`config.mk`:
```
export PLATFORM = sky130hd
export DESIGN_NAME = uart_rx_sampler
export DESIGN_NICKNAME = d
export VERILOG_FILES = /design/src/rtl/uart_rx_sampler.sv
export SDC_FILE = /design/constraint.sdc
export NUM_CORES = 1
export LEC_CHECK = 0
export ABC_AREA = 1
export CORE_MARGIN = 2
export CORE_UTILIZATION = 51
export CTS_CLUSTER_SIZE = 20
export DETAILED_ROUTE_END_ITERATION = 7
export GPL_ROUTABILITY_DRIVEN = 0
export GPL_TIMING_DRIVEN = 0
export PLACE_DENSITY = 0.78
export SYNTH_ARGS = -nofsm -noshare
export SYNTH_HDL_FRONTEND = slang
export SYNTH_SLANG_ARGS = --single-unit
```
`constraint.sdc`:
```
create_clock -name sample_clk -period 1.32 [get_ports sample_clk]
set_input_delay 0.132 -clock sample_clk [delete_from_list [all_inputs] [get_ports sample_clk]]
set_output_delay 0.132 -clock sample_clk [all_outputs]
set_load 0.01 [all_outputs]
```
`src/rtl/uart_rx_sampler.sv`:
```
// rtl/uart_rx_sampler.sv - oversampling UART receive front end
//
// Purpose: synchronises the raw serial line, qualifies the start bit at its
// middle, strobes mid-bit sample points, deserialises DATA_BITS LSB-first,
// optionally checks parity, checks STOP_BITS stop bits, and presents the word
// with a one-cycle valid pulse plus error flags.
//
// Ports:
//   sample_clk  in   oversampling clock (SAMPLE_RATIO cycles per bit)
//   rst_n       in   asynchronous active-low reset
//   din         in   raw serial line, idle high, asynchronous
//   sample_sig  out  one-cycle strobe at each data/parity/stop sample point
//   data        out  last received word, held until the next frame completes
//   data_valid  out  one-cycle pulse when a frame completes
//   parity_err  out  parity mismatch, qualified by data_valid
//   frame_err   out  a sampled stop bit was 0, qualified by data_valid
//   busy        out  receiver is not idle
//
// Optional feature: define MAJORITY_VOTE_EN to take each data/parity/stop bit
// as the 2-of-3 majority around the sample point (commit one cycle later).

module uart_rx_sampler #(
  parameter int SAMPLE_RATIO = 16,
  parameter int DATA_BITS    = 8,
  parameter int PARITY_MODE  = 0,
  parameter int STOP_BITS    = 1
) (
  input  logic                 sample_clk,
  input  logic                 rst_n,
  input  logic                 din,
  output logic                 sample_sig,
  output logic [DATA_BITS-1:0] data,
  output logic                 data_valid,
  output logic                 parity_err,
  output logic                 frame_err,
  output logic                 busy
);

  localparam int CW = $clog2(SAMPLE_RATIO);
  localparam int IW = $clog2(DATA_BITS + 1);
  localparam logic [CW-1:0] CNT_LAST = CW'(SAMPLE_RATIO - 1);
  localparam logic [CW-1:0] CNT_HALF = CW'(SAMPLE_RATIO / 2 - 1);
  localparam logic [IW-1:0] IDX_LAST = IW'(DATA_BITS - 1);
  localparam logic          PAR_ODD  = (PARITY_MODE == 2);

  typedef enum logic [2:0] {
    S_IDLE,
    S_START,
    S_DATA,
    S_PARITY,
    S_STOP,
    S_BREAK
  } state_t;

  logic                 r_sync1;
  logic                 r_din_s;
  state_t               r_state;
  logic [CW-1:0]        r_cnt;
  logic [IW-1:0]        r_idx;
  logic                 r_sidx;
  logic [DATA_BITS-1:0] r_word;
  logic                 r_perr_n;
  logic                 r_ferr_n;
  logic [DATA_BITS-1:0] r_data;
  logic                 r_valid;
  logic                 r_perr;
  logic                 r_ferr;

  logic          w_in_bit_state;
  logic          w_samp;
  logic          w_stop_last;
  logic [CW-1:0] w_cnt_next;
  logic          w_commit;
  logic          w_bit;
  state_t        w_kind;
  logic          w_last;

  assign w_in_bit_state = (r_state == S_DATA) || (r_state == S_PARITY) || (r_state == S_STOP);
  assign w_samp         = w_in_bit_state && (r_cnt == CNT_LAST);
  assign w_stop_last    = (STOP_BITS == 1) || r_sidx;
  assign w_cnt_next     = (r_cnt == CNT_LAST) ? '0 : r_cnt + 1'b1;

`ifdef MAJORITY_VOTE_EN
  localparam logic [CW-1:0] CNT_PRE = CW'(SAMPLE_RATIO - 2);

  // Votes are collected at SR-2 and SR-1; the third sample is the line on the
  // edge after the strobe, so the bit lands one cycle after sample_sig.
  logic   r_v0;
  logic   r_v1;
  logic   r_pend;
  state_t r_pkind;
  logic   r_plast;

  always_ff @(posedge sample_clk or negedge rst_n) begin
    if (!rst_n) begin
      r_v0    <= 1'b1;
      r_v1    <= 1'b1;
      r_pend  <= 1'b0;
      r_pkind <= S_IDLE;
      r_plast <= 1'b0;
    end else begin
      if (w_in_bit_state && (r_cnt == CNT_PRE)) r_v0 <= r_din_s;
      r_pend <= w_samp;
      if (w_samp) begin
        r_v1    <= r_din_s;
        r_pkind <= r_state;
        r_plast <= (r_state == S_STOP) && w_stop_last;
      end
    end
  end

  assign w_commit = r_pend;
  assign w_bit    = (r_v0 & r_v1) | (r_v0 & r_din_s) | (r_v1 & r_din_s);
  assign w_kind   = r_pkind;
  assign w_last   = r_plast;
`else
  assign w_commit = w_samp;
  assign w_bit    = r_din_s;
  assign w_kind   = r_state;
  assign w_last   = (r_state == S_STOP) && w_stop_last;
`endif

  always_ff @(posedge sample_clk or negedge rst_n) begin
    if (!rst_n) begin
      r_sync1  <= 1'b1;
      r_din_s  <= 1'b1;
      r_state  <= S_IDLE;
      r_cnt    <= '0;
      r_idx    <= '0;
      r_sidx   <= 1'b0;
      r_word   <= '0;
      r_perr_n <= 1'b0;
      r_ferr_n <= 1'b0;
      r_data   <= '0;
      r_valid  <= 1'b0;
      r_perr   <= 1'b0;
      r_ferr   <= 1'b0;
    end else begin
      r_sync1 <= din;
      r_din_s <= r_sync1;
      r_valid <= 1'b0;

      // Bit commit: LSB-first shift so the first data bit ends up in bit 0.
      if (w_commit) begin
        case (w_kind)
          S_DATA:   r_word   <= {w_bit, r_word[DATA_BITS-1:1]};
          S_PARITY: r_perr_n <= (((^r_word) ^ w_bit) != PAR_ODD);
          S_STOP:   if (!w_bit) r_ferr_n <= 1'b1;
          default:  ;
        endcase
        if (w_last) begin
          r_data  <= r_word;
          r_valid <= 1'b1;
          r_perr  <= r_perr_n;
          r_ferr  <= r_ferr_n | ~w_bit;
        end
      end

      case (r_state)
        S_IDLE: begin
          if (!r_din_s) begin
            r_state <= S_START;
            r_cnt   <= '0;
          end
        end
        S_START: begin
          // Re-check the line at the middle of the start bit to reject glitches.
          if (r_cnt == CNT_HALF) begin
            if (!r_din_s) begin
              r_state  <= S_DATA;
              r_cnt    <= '0;
              r_idx    <= '0;
              r_sidx   <= 1'b0;
              r_perr_n <= 1'b0;
              r_ferr_n <= 1'b0;
            end else begin
              r_state <= S_IDLE;
            end
          end else begin
            r_cnt <= r_cnt + 1'b1;
          end
        end
        S_DATA: begin
          r_cnt <= w_cnt_next;
          if (w_samp) begin
            r_idx <= r_idx + 1'b1;
            if (r_idx == IDX_LAST) r_state <= (PARITY_MODE != 0) ? S_PARITY : S_STOP;
          end
        end
        S_PARITY: begin
          r_cnt <= w_cnt_next;
          if (w_samp) r_state <= S_STOP;
        end
        S_STOP: begin
          r_cnt <= w_cnt_next;
          if (w_samp && !w_stop_last) r_sidx <= 1'b1;
          // A low final stop bit means the line may be held low (break);
          // wait for it to return high before looking for another start.
          if (w_commit && w_last) r_state <= w_bit ? S_IDLE : S_BREAK;
        end
        S_BREAK: begin
          if (r_din_s) r_state <= S_IDLE;
        end
        default: r_state <= S_IDLE;
      endcase
    end
  end

  assign sample_sig = w_samp;
  assign data       = r_data;
  assign data_valid = r_valid;
  assign parity_err = r_perr;
  assign frame_err  = r_ferr;
  assign busy       = (r_state != S_IDLE);

endmodule

```
Word-level counts from Yosys, hierarchy flattened
Index checks and enable logic that the tools add are counted.

storage, ports and cells
  flip-flop bits (word level) = 34
  latch bits = 0
  memory bits (writable) = 0
  bits in read-only memories = 0
  memories kept = 0

cells by class
  add/sub/neg operators = 2
  multiply operators = 0
  div/mod/pow operators = 0
  $lt $le $gt $ge = 0
  equality and inequality tests = 16
  shifts and indexed selects = 0
  muxes and demuxes = 31
  bitwise operators = 3
  reductions and logical operators = 14

operators with widths
  operator                                                                 count
  3-bit 2-to-1 mux                                                         8
  4-bit 2-to-1 mux                                                         6
  3-bit case mux with 6 select lines                                       1
  1-bit 2-to-1 mux                                                         13
  2-bit inequality test, second input constant                             6
  4-bit case mux with 3 select lines                                       1
  4-bit by 1-bit adder with 4-bit output, second input constant            2
  4-bit by 3-bit == test with 1-bit output, second input constant          2
  4-bit case mux with 2 select lines                                       1
  8-bit parity                                                             1
  7-bit AND reduction                                                      1
  3-bit by 2-bit == test with 1-bit output, second input constant          2
  3-bit == test, second input constant                                     2
  3-bit nonzero test                                                       2
  4-bit == test, second input constant                                     1
  2-bit by 1-bit inequality test with 1-bit output, second input constant  2
  2-bit AND reduction                                                      2
  4-bit AND reduction                                                      1
  3-bit by 1-bit == test with 1-bit output, second input constant          1
  3-bit logical NOT                                                        1
  3-bit OR reduction                                                       1
  1-bit logical AND                                                        2
  1-bit logical OR                                                         2
  2-bit 2-to-1 mux                                                         1
  other kinds (4)                                                          4

Longest topological paths before layout
Gate-level depths: netlist of run 1.

  depth after elaboration = 8
  mapped depth = 11

Least setup slack after synthesis of run 1
No wires, ideal clock.

  path type = register -> register
  from = register r_cnt[0]
  to = register r_data[2] (netlist: data[2])
  setup time = 0.123 ns
  data arrival time = 1.337 ns
  data required time = 1.197 ns
  path slack = -0.140 ns
  stages on the path, launching flop included = 9
  period minus slack after synthesis = 1.460 ns
  path through = dfrtp_1 > ha_1 > nand2_1 > nor2_4 > inv_1 > nor2_1 > buf_4 > buf_6 > a21oi_1

on the way
  longest elaborated chain between the ends = 3

ends and longest elaborated chain
  item                           RTL line  text
  start: declaration             58        logic [CW-1:0] r_cnt;
  start signal: assignment       180       r_cnt <= r_cnt + 1'b1;
  start signal: assignment       184       r_cnt <= w_cnt_next;
  start signal: assignment       191       r_cnt <= w_cnt_next;
  4-bit == test                  79        assign w_samp = w_in_bit_state && (r_cnt == CNT_LAST);
  1-bit logical AND              79
  2-bit AND reduction (no line)  n/a
  end signal: assignment         152       r_data <= r_word;
  end: declaration               64        logic [DATA_BITS-1:0] r_data;

Every way passes these cells.
A chain may end at the register's enable or synchronous reset.

Final worst setup path of run 1
  from = register r_state[1]
  to = output port sample_sig

on the way
  longest elaborated chain between the ends = 4
  elaborated cells between the ends (all ways) = 6
  classes of those cells = eq/ne: 3; reduce/logical: 3

ends and longest elaborated chain
  item                                      RTL line  text
  start: declaration                        57        state_t r_state;
  start signal: assignment                  187       if (r_idx == IDX_LAST) r_state <= (PARITY_MODE != 0) ? S_PARITY : S_STOP;
  start signal: assignment                  199       if (w_commit && w_last) r_state <= w_bit ? S_IDLE : S_BREAK;
  3-bit by 2-bit == test with 1-bit output  78        assign w_in_bit_state = (r_state == S_DATA) || (r_state == S_PARITY) || (r_state == S_STOP);
  1-bit logical OR                          78
  1-bit logical OR *                        78
  1-bit logical AND *                       79
  end: declaration                          31        output logic sample_sig,

Every way passes the cells marked *; elsewhere a longest branch is shown, timed or not.

==> results of run 1 <==
[synth_stat cells]
master and instances:
a21boi_1 1, a21o_1 1, a21oi_1 16, a21oi_2 1, a21oi_4 1, a22o_1 1, a31oi_1 1, buf_2 1
buf_4 1, buf_6 1, dfrtp_1 32, dfstp_2 2, ha_1 2, inv_1 23, inv_2 2, mux2_2 1
nand2_1 64, nand2_2 1, nand2_4 1, nand3_1 10, nand3b_1 2, nand4_1 2, nand4_2 1, nor2_1 19
nor2_2 1, nor2_4 1, nor3_4 1, nor3b_1 1, o21ai_0 14, o21ai_1 3, o21ai_2 1, xor2_1 2
[where the power goes]
part,internal (W),switching (W)
Clock,0.000258,0.000377
Sequential,0.00111,0.0000711
Combinational,0.000468,0.000537
[metrics by stage]
step           area (um^2)  utilization, %
3_5_place_dp          1941           59.09
4_1_cts               2323           70.74
5_1_grt               2481           75.54
6_report              2481           75.54
3_3_place_gp          1946           59.24
2_1_floorplan         1738               -
[routing by layer]
layer | vias up | routed length (um)
met2 | 73 | 2312
met1 | 777 | 1882
met4 | 0 | 233
met3 | 24 | 333
li1 | 786 | -
met5 | - | 0
[sequential cells by signal, summed over array words and instances (netlist names)]
signal,cells
r_ferr_n,1
r_state,3
r_idx,4
r_word,8
frame_err,1
r_sync1,1
r_cnt,4
r_din_s,1
parity_err,1
data_valid,1
r_perr_n,1
data,8
[logic make-up after synthesis]
kind of cell    synth area share [%]
fa+ha+maj                      1.460
simple gates                   26.86
xor+xnor                       1.022
mux                           0.6569
compound gates                 13.36
buf+inv                        6.861
flops                          49.78
[final cells by class]
class,count,share of cell area [%]
Timing Repair Buffer,46,17.30
Buffer,3,1.513
Multi-Input combinational cell,149,37.52
Inverter,25,4.387
Sequential cell,34,34.54
Tap cell,46,2.320
Clock inverter,1,0.2017
Clock buffer,7,2.219
[final timing paths]
kind                                        start                     end  slack (ns)  depth (start not counted)
setup / recovery           r_state[1]$_DFFE_PN0P_              sample_sig       -0.26                          6
hold / removal                                din       r_sync1$_DFF_PN1_        0.18                          1
setup reg to reg           r_state[0]$_DFFE_PN0P_   r_word[7]$_DFFE_PN0P_       -0.25                          7
hold reg to reg                 r_sync1$_DFF_PN1_       r_din_s$_DFF_PN1_        0.36                          0
max in group asynchronous                   rst_n  r_state[0]$_DFFE_PN0P_        0.46                          2
min in group asynchronous                   rst_n    r_idx[0]$_DFFE_PN0P_        0.35                          2
[critical path: cells and delay by family (launching register included)]
family | cells | cell delay [ns]
flops | 1 | 0.46
simple gates | 3 | 0.37
buf+inv | 2 | 0.17
compound gates | 1 | 0.08
[repair_timing]
| action | in CTS | in global routing |
|---|---|---|
| endpoints found under the hold margin | 32 | 0 |
| buffers inserted | 23 | 4 |
| gates resized for setup | 70 | 28 |
| endpoints found under the setup margin | 45 | 34 |
| cloned | 2 | 1 |
| hold buffers | 1 | 0 |
| pin swaps | 16 | 11 |
[placed cells by master, fill, tap and decap left out, types with 7 or more instances in the layout]
cell / Yosys / routed
buf_4: 1 / 16
nand2_1: 64 / 55
dlygate4sd2_1: 0 / 11
buf_6: 1 / 16
nand3_1: 10 / 9
a21oi_2: 1 / 8
inv_1: 23 / 18
nor2_1: 19 / 14
a21oi_1: 16 / 7
dfrtp_1: 32 / 29
==> results.yml, run 1 <==
synthesis:
  yosys_warnings: 0
  synth_area_per_cell_um2: 8.124
  netlist.area_leader.share_pct: 46.72
  yosysTopAreaCell: "dfrtp_1"
  ys_seq_area_share_pct: 49.78
  synth.area.top_cells: "dfrtp_1 47%, nand2_1 14%, inv_1 5.0%, a21oi_1 4.7%, nor2_1 4.2%"
  synth_cell_types: 32
  ys_seq_elements: 34
  netlist_instances: 211
  syn_area_um2: 1714
  synth_fp_nets: 216
sta:
  setup_viol: 34
  tightest_slew_ns: 0.7399
  slew_violations: 0
  fin_worst_skew_ns: 0.02891
  timing.final.crit_share_pct: 120.0
  rsz0062_at_grt: "yes"
  whs_ns: 0.1810
  finalCriticalPeriod_ns: 1.584
  slew_headroom_pct: 50.67
  fin_ws_ns: -0.2642
  tns_ns: -6.251
  finalHoldViolations: 0
  fmax_ghz: 0.6313
worst_setup_path:
  worstPathRequired_ns: 1.19
  cp-start-kind: "register"
  path_class: "reg -> out"
  cp-end-kind: "primary output"
  crit_path_max_incr_delay_ns: 0.46
  path_cells: "nor2_4 > nand2_4 > o21ai_4 > nand2_1 > inv_2 > buf_6"
  path_max_fanout: 3
  arrival_ns: 1.45
  cpMaxStageDelayCell: "dfrtp_2"
clocking:
  clock_sinks: 34
  cts_buffers: 5
  ctsLongestPathBuffers: 2
  cts_tree: "built"
  clkTransAtPathRegs_ns: 0.13
  clk_latency_ns: 0.37
  cts-root-buf: "clkbuf_4"
  h-tree-depth: 2
finish:
  n_fill_cell: 219
  final_nets: 269
  drive_gt1_share_pct: 36.60
  regArea_um2: 857.1
  multi_input_area_um2: 930.9
  syn2layout_area_growth_pct: 44.74
  n_antenna_cell: 0
  stdcell_count: 311
power_and_ir_drop:
  power_density_nw_per_um2: 1136
  p_leak_nw: 1.254
  finalPower_w: 0.002820
  irDropWorstVdd_v: 0.0007388
global_route:
  use_met2_pct: 39.14
  overflow: 0
  grt_pass1_wl_um: 7086
  grt_max_degree: 35
  antenna_found_initial: 0
  grtUsageMet3_pct: 5.176
  grtUsageMet1_pct: 34.08
  grt_pass1_vias: 1525
  grt_usage_pct: 26.06
  grt-busiest-layer: "met2"
floorplan:
  row_count: 21
  start_util_pct: 52.19
  core_um2: 3284
  die_width_um: 61.98
  die_height_um: 61.98
  dieArea_um2: 3841
  io_pins: 16
routing:
  drc_errors: 0
  firstDrtPassIters: 4
  dr_total_vias: 1660
  post_drt_wl_per_cell_um: 15.31
  routed_via_density: 5.338
  wl_um: 4762
  final_antenna_net_count: 0
  drt-initial-drc-count: 111
hold_path:
  hp-class: "in -> reg"
placed_design:
  dp.cells: 272
  portBuffers: 15
  place_hpwl_um: 2285
  dp_slack_ns: -0.4451
job:
  maxCapViolCount: 0
run_status:
  status: "finished with violations"
  violations: "negative setup slack"
(Power assumes the default switching activity.)
==> run 2: changes to the inputs <==
--- a/config.mk
+++ b/config.mk
@@ -8,6 +8,7 @@
 export ABC_AREA = 1
 export CORE_MARGIN = 2
 export CORE_UTILIZATION = 51
+export CTS_CLUSTER_DIAMETER = 120
 export CTS_CLUSTER_SIZE = 20
 export DETAILED_ROUTE_END_ITERATION = 7
 export GPL_ROUTABILITY_DRIVEN = 0
==> results of run 2 <==
The final DEF is identical to that of run 1; final timing and power are the same.
